## config.mk

```make
export PLATFORM = sky130hd
export DESIGN_NAME = uart_rx_deser_flat
export DESIGN_NICKNAME = d
export VERILOG_FILES = /design/src/rtl/uart_rx_deser_pkg.sv /design/src/rtl/uart_rx_deser_if.sv /design/src/rtl/uart_rx_deser_bit_cnt.sv /design/src/rtl/uart_rx_deser.sv /design/src/flat_wrapper.sv
export SDC_FILE = /design/constraint.sdc
export NUM_CORES = 1
export LEC_CHECK = 0
export CAP_MARGIN = 20
export CELL_PAD_IN_SITES_DETAIL_PLACEMENT = 2
export CELL_PAD_IN_SITES_GLOBAL_PLACEMENT = 2
export CORE_MARGIN = 4
export CORE_UTILIZATION = 37
export CTS_BUF_LIST = sky130_fd_sc_hd__clkbuf_8
export DETAILED_ROUTE_END_ITERATION = 10
export PLACE_DENSITY = 0.91
export SYNTH_ARGS = -nofsm -noshare
export SYNTH_HDL_FRONTEND = slang
export SYNTH_HIERARCHICAL = 1
export SYNTH_SLANG_ARGS = --single-unit
```

## constraint.sdc

```tcl
create_clock -name clk_RX -period 4.5 [get_ports clk_RX]
set_input_delay 0.9 -clock clk_RX [delete_from_list [all_inputs] [get_ports clk_RX]]
set_output_delay 0.9 -clock clk_RX [all_outputs]
set_load 0.005 [all_outputs]
```

## src/rtl/uart_rx_deser_pkg.sv

```systemverilog
// Shared types and constants for the UART receive deserialiser.
// The length helper clamps a requested frame length into the legal range.
package uart_rx_pkg;

    localparam int DESER_LEN_MIN = 5;
    localparam int DESER_DATA_W  = 8;
    localparam int DESER_LEN_W   = 4;

    typedef enum logic [1:0] {
        DESER_IDLE,
        DESER_SHIFT,
        DESER_DONE
    } deser_state_t;

    function automatic int deser_eff_len(input int req_len, input int max_len);
        if (req_len < DESER_LEN_MIN) return DESER_LEN_MIN;
        else if (req_len > max_len) return max_len;
        return req_len;
    endfunction

endpackage

```

## src/rtl/uart_rx_deser_if.sv

```systemverilog
// Bus between the RX FSM / sampler (master) and the deserialiser (slave).
// par_bit exists only when UART_DESER_PARITY_EN is defined.
interface uart_rx_deser_if
    import uart_rx_pkg::*;
#(
    parameter int DATA_W = DESER_DATA_W,
    parameter int LEN_W  = DESER_LEN_W
);
    logic              deser_en;
    logic              frame_start;
    logic              sample_vld;
    logic              sampled_bit;
    logic              lsb_first;
    logic [LEN_W-1:0]  data_len;
    logic [DATA_W-1:0] p_data;
    logic              data_vld;
    logic              busy;
    logic [LEN_W-1:0]  bit_cnt;
`ifdef UART_DESER_PARITY_EN
    logic              par_bit;

    modport master (
        output deser_en, frame_start, sample_vld, sampled_bit, lsb_first, data_len,
        input  p_data, data_vld, busy, bit_cnt, par_bit
    );
    modport slave (
        input  deser_en, frame_start, sample_vld, sampled_bit, lsb_first, data_len,
        output p_data, data_vld, busy, bit_cnt, par_bit
    );
`else
    modport master (
        output deser_en, frame_start, sample_vld, sampled_bit, lsb_first, data_len,
        input  p_data, data_vld, busy, bit_cnt
    );
    modport slave (
        input  deser_en, frame_start, sample_vld, sampled_bit, lsb_first, data_len,
        output p_data, data_vld, busy, bit_cnt
    );
`endif
endinterface

```

## src/rtl/uart_rx_deser_bit_cnt.sv

```systemverilog
// Data-bit counter for the deserialiser: synchronous clear beats increment,
// and last flags the final bit position of the current frame (cnt == len-1).
module deser_bit_cnt
    import uart_rx_pkg::*;
#(
    parameter int LEN_W = DESER_LEN_W
) (
    input  logic             clk_RX,
    input  logic             rst,
    input  logic             clr,
    input  logic             inc,
    input  logic [LEN_W-1:0] len,
    output logic [LEN_W-1:0] cnt,
    output logic             last
);

    always_ff @(posedge clk_RX or negedge rst) begin
        if (!rst)
            cnt <= '0;
        else if (clr)
            cnt <= '0;
        else if (inc)
            cnt <= cnt + 1'b1;
    end

    assign last = (cnt == len - 1'b1);

endmodule

```

## src/rtl/uart_rx_deser.sv

```systemverilog
// UART receive deserialiser: assembles voted serial bits into a parallel word.
// Optional parity output is enabled by defining UART_DESER_PARITY_EN.
module uart_rx_deser
    import uart_rx_pkg::*;
#(
    parameter int DATA_W = DESER_DATA_W,
    parameter int LEN_W  = DESER_LEN_W
) (
    input  logic           clk_RX,
    input  logic           rst,
    uart_rx_deser_if.slave bus
);

    deser_state_t      state, state_next;
    logic [DATA_W-1:0] shift_reg, shift_next, p_data_q;
    logic              data_vld_q, lsb_q;
    logic [LEN_W-1:0]  len_q, len_eff, wr_idx, cnt;
    logic              cnt_last, start, take, finish, cnt_clr;

    assign len_eff = LEN_W'(deser_eff_len(int'(bus.data_len), DATA_W));
    assign wr_idx  = lsb_q ? cnt : (len_q - 1'b1 - cnt);

    // The counter also clears on abort and while in DONE, so it reads 0 in IDLE.
    assign cnt_clr = start || !bus.deser_en || (state == DESER_DONE);

    deser_bit_cnt #(.LEN_W(LEN_W)) u_bit_cnt (
        .clk_RX (clk_RX),
        .rst    (rst),
        .clr    (cnt_clr),
        .inc    (take),
        .len    (len_q),
        .cnt    (cnt),
        .last   (cnt_last)
    );

    always_comb begin
        shift_next = shift_reg;
        for (int i = 0; i < DATA_W; i++) begin
            if (LEN_W'(i) == wr_idx) shift_next[i] = bus.sampled_bit;
        end
    end

    // A frame_start arriving mid-frame restarts the frame and takes priority over a sample.
    always_comb begin
        state_next = state;
        start      = 1'b0;
        take       = 1'b0;
        finish     = 1'b0;
        if (!bus.deser_en) begin
            state_next = DESER_IDLE;
        end else begin
            unique case (state)
                DESER_IDLE: begin
                    if (bus.frame_start) begin
                        start      = 1'b1;
                        state_next = DESER_SHIFT;
                    end
                end
                DESER_SHIFT: begin
                    if (bus.frame_start) begin
                        start = 1'b1;
                    end else if (bus.sample_vld) begin
                        take = 1'b1;
                        if (cnt_last) begin
                            finish     = 1'b1;
                            state_next = DESER_DONE;
                        end
                    end
                end
                DESER_DONE: state_next = DESER_IDLE;
                default:    state_next = DESER_IDLE;
            endcase
        end
    end

    always_ff @(posedge clk_RX or negedge rst) begin
        if (!rst) begin
            state      <= DESER_IDLE;
            shift_reg  <= '0;
            p_data_q   <= '0;
            data_vld_q <= 1'b0;
            lsb_q      <= 1'b1;
            len_q      <= LEN_W'(DATA_W);
        end else begin
            state      <= state_next;
            data_vld_q <= finish;
            if (start) begin
                shift_reg <= '0;
                lsb_q     <= bus.lsb_first;
                len_q     <= len_eff;
            end else if (take) begin
                shift_reg <= shift_next;
            end
            if (finish) p_data_q <= shift_next;
        end
    end

`ifdef UART_DESER_PARITY_EN
    // Unused upper bits are cleared at frame start, so a full-width XOR is the len-bit parity.
    logic par_q;

    always_ff @(posedge clk_RX or negedge rst) begin
        if (!rst)
            par_q <= 1'b0;
        else if (finish)
            par_q <= ^shift_next;
    end

    assign bus.par_bit = par_q;
`endif

    assign bus.p_data   = p_data_q;
    assign bus.data_vld = data_vld_q;
    assign bus.busy     = (state == DESER_SHIFT);
    assign bus.bit_cnt  = cnt;

endmodule

```

## src/flat_wrapper.sv

```systemverilog
// flat-port wrapper written by rule: the top's interface ports become plain ports
module uart_rx_deser_flat import uart_rx_pkg::*;
#(
    parameter int DATA_W = DESER_DATA_W,
    parameter int LEN_W  = DESER_LEN_W
)
  (clk_RX, rst, bus_deser_en, bus_frame_start, bus_sample_vld, bus_sampled_bit, bus_lsb_first, bus_data_len, bus_p_data, bus_data_vld, bus_busy, bus_bit_cnt);
  uart_rx_deser_if #(.DATA_W(DATA_W), .LEN_W(LEN_W)) bus_i ();
  input  logic clk_RX;
  input  logic rst;
  input wire logic [$bits(bus_i.deser_en)-1:0] bus_deser_en;
  input wire logic [$bits(bus_i.frame_start)-1:0] bus_frame_start;
  input wire logic [$bits(bus_i.sample_vld)-1:0] bus_sample_vld;
  input wire logic [$bits(bus_i.sampled_bit)-1:0] bus_sampled_bit;
  input wire logic [$bits(bus_i.lsb_first)-1:0] bus_lsb_first;
  input wire logic [$bits(bus_i.data_len)-1:0] bus_data_len;
  output wire logic [$bits(bus_i.p_data)-1:0] bus_p_data;
  output wire logic [$bits(bus_i.data_vld)-1:0] bus_data_vld;
  output wire logic [$bits(bus_i.busy)-1:0] bus_busy;
  output wire logic [$bits(bus_i.bit_cnt)-1:0] bus_bit_cnt;
  assign bus_i.deser_en = bus_deser_en;
  assign bus_i.frame_start = bus_frame_start;
  assign bus_i.sample_vld = bus_sample_vld;
  assign bus_i.sampled_bit = bus_sampled_bit;
  assign bus_i.lsb_first = bus_lsb_first;
  assign bus_i.data_len = bus_data_len;
  assign bus_p_data = bus_i.p_data;
  assign bus_data_vld = bus_i.data_vld;
  assign bus_busy = bus_i.busy;
  assign bus_bit_cnt = bus_i.bit_cnt;
  uart_rx_deser #(.DATA_W(DATA_W), .LEN_W(LEN_W)) u_core (.clk_RX(clk_RX), .rst(rst), .bus(bus_i));
endmodule
```

# Word-level counts from Yosys, hierarchy flattened

Cells that the tools add are included.

Bits in registers: 28
Bits in latches: 0
Bits in writable memories: 0
Memory bits (read-only): 0
Output and inout port bits: 14
Word-level logic and storage cells: 71
Memories: 0

Add/subtract/negate cells: 3
Multipliers: 0
Divide/modulo/power cells: 0
Magnitude comparators: 2
Equal/unequal tests: 14
Shift operators: 0
Multiplexer cells: 36
Bitwise logic cells: 0
Reduce and logical (&&, ||, !) cells: 9

Operators with widths:

| cell                  | number |
|---|---|
| $mux W4               | 6 |
| $mux W1               | 22 |
| $eq A3 B4 Y1 const A  | 4 |
| $mux W8               | 2 |
| $mux W2               | 5 |
| $ne A3 B3 Y1 const B  | 3 |
| $eq A2 B4 Y1 const A  | 2 |
| $add A4 B1 Y4 const B | 1 |
| $eq A1 B4 Y1 const A  | 1 |
| $eq A4 B4 Y1          | 1 |
| $gt A4 B4 Y1 const B  | 1 |
| $logic_not A4 Y1      | 1 |
| $lt A4 B3 Y1 const B  | 1 |
| $pmux W2 S2           | 1 |
| $reduce_and A4 Y1     | 1 |
| $reduce_bool A2 Y1    | 2 |
| $sub A4 B1 Y4 const B | 1 |
| $sub A4 B4 Y4         | 1 |
| $ne A3 B2 Y1 const B  | 1 |
| $eq A2 B1 Y1 const B  | 1 |
| $eq A2 B2 Y1 const B  | 1 |
| $logic_not A2 Y1      | 1 |
| $logic_or A1 B1 Y1    | 2 |
| $reduce_or A2 Y1      | 1 |
| $logic_not A1 Y1      | 1 |

# Logic depth before layout (Yosys ltp)

Depth in word-level cells: 7
Depth in mapped cells: 9
Gate-level depth less buffers: 8

# Cells and area by module

The synthesis kept the hierarchy.

By module, submodules not included:

| module        | instances | cells each | area an instance (um2) |
|---|---|---|---|
| uart_rx_deser | 1         | 180        | 1567.8 |
| deser_bit_cnt | 1         | 26         | 269.0 |

# Worst setup path before layout

OpenSTA, ideal clock, no wires.

Kind: flip-flop to flip-flop
Start point: reg u_core.u_bit_cnt.cnt[0]
End point: reg u_core.p_data_q[1], in the netlist u_core/bus.p_data[1]
Data arrival time: 2.444 ns
Required time: 4.413 ns
Slack: 1.969 ns
Stages on the path, launching flop included: 9
Buffers on the path: 0
Clock period less this slack: 2.531 ns
Path through: dfrtp_1 -> inv_1 -> ha_1 -> fa_1 -> or3b_4 -> a2111oi_4 -> or2_2 -> o21ai_2 -> a211oi_2

Word-level cells in the longest chain between the ends: 6
Elaborated cells between the ends (all ways): 10
Those cells by class: add/sub (1); eq/ne (2); mux (7)

Ends and longest elaborated chain:

| what                                                                  | RTL line                    | source |
|---|---|---|
| from (decl)                                                           | uart_rx_deser_bit_cnt.sv:13 | `output logic [LEN_W-1:0] cnt,` |
| from (signal assigned)                                                | uart_rx_deser_bit_cnt.sv:23 | `cnt <= cnt + 1'b1;` |
| parallel branches: the longest is 6 deep, another holds $sub A4 B4 Y4 | n/a                         |  |
| to (signal assigned)                                                  | uart_rx_deser.sv:94         | `if (finish) p_data_q <= shift_next;` |
| to (decl)                                                             | uart_rx_deser.sv:15         | `logic [DATA_W-1:0] shift_reg, shift_next, p_data_q;` |

Parallel ways; which one is timed is not known.
A chain may end at the register's enable or synchronous reset.

# Worst setup path in the final report

Start point: reg u_core.u_bit_cnt.cnt[0]
End point: reg u_core.p_data_q[0], in the netlist u_core/bus.p_data[0]

Word-level cells in the longest chain between the ends: 6
Elaborated cells between the ends (all ways): 10
Those cells by class: add/sub (1); eq/ne (1); mux (7); reduce/logical (1)

Ends and longest elaborated chain:

| what |
|---|
| parallel branches: the longest is 6 deep, another holds $sub A4 B4 Y4 |

Parallel ways; which one is timed is not known.

==> summary.md <==
| Metric | Value |
|---|---|
| Clk sinks | 28 |
| Asr flop ratio synth | 100% |
| Largest family of logic cells by synthesized area | simple AND/OR/NAND/NOR gates |
| Max Buffers Root-to-Sink | 2 |
| P per Cell Area | about 300 nW/um2 |
| Pin slew with the least headroom to its limit | approximately 0.56 ns |
| Synth Area in XOR/XNOR | around 5.7% |
| Placed Cells | roughly 290 |
| Synth top area share | 35.4% |
| Setup_tns | 0 ns |
| Synth area leader | dfrtp_1 |
| Vias per Instance | 5.90 |
| Die Width | 78.5 um |
| Global-route wire length before repair | around 10000 um |
| Nets | ~250 |
| Ratio of cells with drive above 1 in the final layout | under 10% |
| Clock skew | roughly 0.0063 ns |
| Layout Area Growth over Synthesis | 21.8% |
| Mapped Avg Cell Area | 8.92 um2 |
| Pre-CTS setup slack | approximately 1.5 ns |
| Drt initial violations | 82 |
| IO buf count | 24 |
| Largest net degree at the start of global routing | 17 |
| Seq/Total Area, Yosys | a little under two fifths |
| Slew margin rel. | 62.3% |
| Post-Synth Adder-Cell Area | between 4 and 5% |
| Fmax | ~330 MHz |
| Hold Crit Class | reg -> reg |
| Num rows | 25 |
| RSZ-0062 raised after global routing | false |
| Cells after Synth | 206 |
| Mapped Area | 1840 um2 |
| Final GP Congestion | roughly 0.86 |
| Dpl hpwl | 4490 um |
| Routed wire length | slightly below 6000 um |
| Slack of the critical path | between 1 and 1.5 ns |
| Max cap viols | 0 |
| Status | completed |
| CP arrival | 3.20 ns |
| Core Area | 4750 um2 |
| Seq. cell area | between 700 and 800 um2 |
| Final Setup Violations | 0 |
| Worst Setup Path Type | reg -> reg |
| Synth top area cells | dfrtp_1 35%, nand2_1 4.3%, xnor2_1 4.3% |
| Final Cycle Share | between 60% and 70% |
| Layout Cells excl Fill | between 200 and 300 |
| Crit Path Max Fanout | 14 |
| Clk slew on worst S/H paths | between 0.1 and 0.15 ns |
| # diodes | 0 |
| Drt wl/cell | approximately 20 um |
| Tmin final | about 3 ns |
| Antenna violations before repair | 0 |
| Syn Nets | roughly 220 |
| Vias in the first global route | ~1900 |
| Endpoints failing hold | 0 |
| Leading cell type by number of instances after synthesis | dfrtp_1 |
| EDFF count, synth | 0 |
| Setup bufs post-CTS | 0 |
| Hold_buf cts | 0 |
| Slew Limit Fails | 0 |
| Initial DRT Pass Iterations | 4 |
| H-tree levels | 1 |
| Mux cell area share after synthesis | between 1.5 and 2% |
| Tot Pwr | around 0.00068 W |
| Synth Flop Type | dfrtp_1 |
| Synth unique cells | 48 |
| IO Count | 25 |
| Synth top cells by count | 26 x dfrtp_1, 21 x nand2_1, 20 x nor2_1 |
| Reg2Reg Setup Slack | roughly 1.5 ns |
| Max VDD drop | around 0.00013 V |
| Post-Synth Simple-Gate Area | between 20 and 30% |
| Worst Setup End Kind | flop |
| Post-Route Utilization | a little under half |
| Synth Register Bits | 28 |
| Worst EP required | between 4 and 5 ns |
| Clock root buffer | clkbuf_8 |
| LEAKAGE | 0.875 nW |
| Die area | 6160 um2 |
| Vias | about 1800 |
| Effective utilization at floorplan | roughly 39% |
| CTS-repair resized insts | 0 |
| Remaining antenna violation count | 0 |
| Total grt overflow | 0 |
| Yosys Warn Count | 6 |
| CTS tree | done |
| DRC viols | 0 |
| Critical path launch point type | flop |
| GR Util All Layers | 21.0% |
| Clk_lat worst skew | roughly 0.29 ns |
| Multi-input logic area | between 1000 and 1500 um2 |
| Cts bufs inserted | 3 |
| Synth Area in Compound Gates | approximately a fifth |
| Die Ht | a little under 80 um |
| Layout fillers | roughly 530 |
-- layout by cell type, fill, tap and decap left out, drive strengths merged, types with 3 or more instances in the layout --
master / count
a211oi: 4
a21oi: 7
a221oi: 4
and2: 3
and3: 3
buf: 3
clkbuf: 3
clkdlybuf4s50: 24
dfrtp: 26
ha: 5
inv: 8
nand2: 21
nand3: 10
nand4: 5
nor2: 20
nor3: 9
nor4: 3
o211ai: 6
o21ai: 17
or3: 3
xnor2: 9
xor2: 3
-- worst max-delay path, stage by stage, from the launching register on --
cell,delay [ns]
dfrtp_1,0.62
inv_1,0.17
ha_1,0.28
fa_1,0.39
xnor2_1,0.27
o21a_1,0.51
nor2_1,0.10
a211o_1,0.28
a221oi_1,0.28
-- report_power, final --
group	switching, W	leakage (nW)	internal, W	total (W)
clock	0.0000931	0.0357	0.000120	0.000213
combinational	0.0000989	0.462	0.0000777	0.000177
sequential	0.0000181	0.378	0.000269	0.000287
-- routing by layer --
layer  up-vias  wire length (um)  global-route usage [%]
met1       891              2500                    24.9
met2        49              3080                    38.7
met5         -                 0                       0
li1        799                 -                       -
met4         0               108                    6.47
met3        13               234                    3.10
-- stage by stage --
| stage | hold slack, ns | area [um2] |
|---|---|---|
| 2_1_floorplan | 0.473 | 1840 |
| 3_3_place_gp | 0.505 | 2140 |
| 3_5_place_dp | 0.512 | 2170 |
| 4_1_cts | 0.530 | 2240 |
| 5_1_grt | 0.570 | 2240 |
| 6_report | 0.526 | 2240 |
-- cell type report --
type	instances	share of cell area (%)
multi-input combinational	163	47.7
sequential	28	31.4
timing repair buffer	27	12.6
tap	67	3.75
clock buffer	3	1.85
clock inverter	1	1.34
inverter	8	1.34
-- kinds of logic (layout without fill, tap and decap cells) --
group / after synthesis / in the layout
AO/OA/AOI/OAI: 52 / 52
adder cells (fa/ha/maj): 6 / 6
AND/OR/NAND/NOR: 90 / 90
flip-flops: 28 / 28
XOR/XNOR: 12 / 12
buffers and inverters: 15 / 39
multiplexers: 3 / 3
-- worst paths after layout --
check	cells after the start	startpoint	end
worst max-delay path	8	u_core/u_bit_cnt/cnt[0]	u_core/bus.p_data[0]
worst min-delay path	1	u_core/state[1]	u_core/state[0]
worst max register to register	8	u_core/u_bit_cnt/cnt[0]	u_core/bus.p_data[0]
worst min register to register	1	u_core/state[1]	u_core/state[0]
max in group asynchronous	2	rst	u_core/lsb_q
min in group asynchronous	1	rst	u_core/u_bit_cnt/cnt[0]
Power figures use the tool's default switching activity.
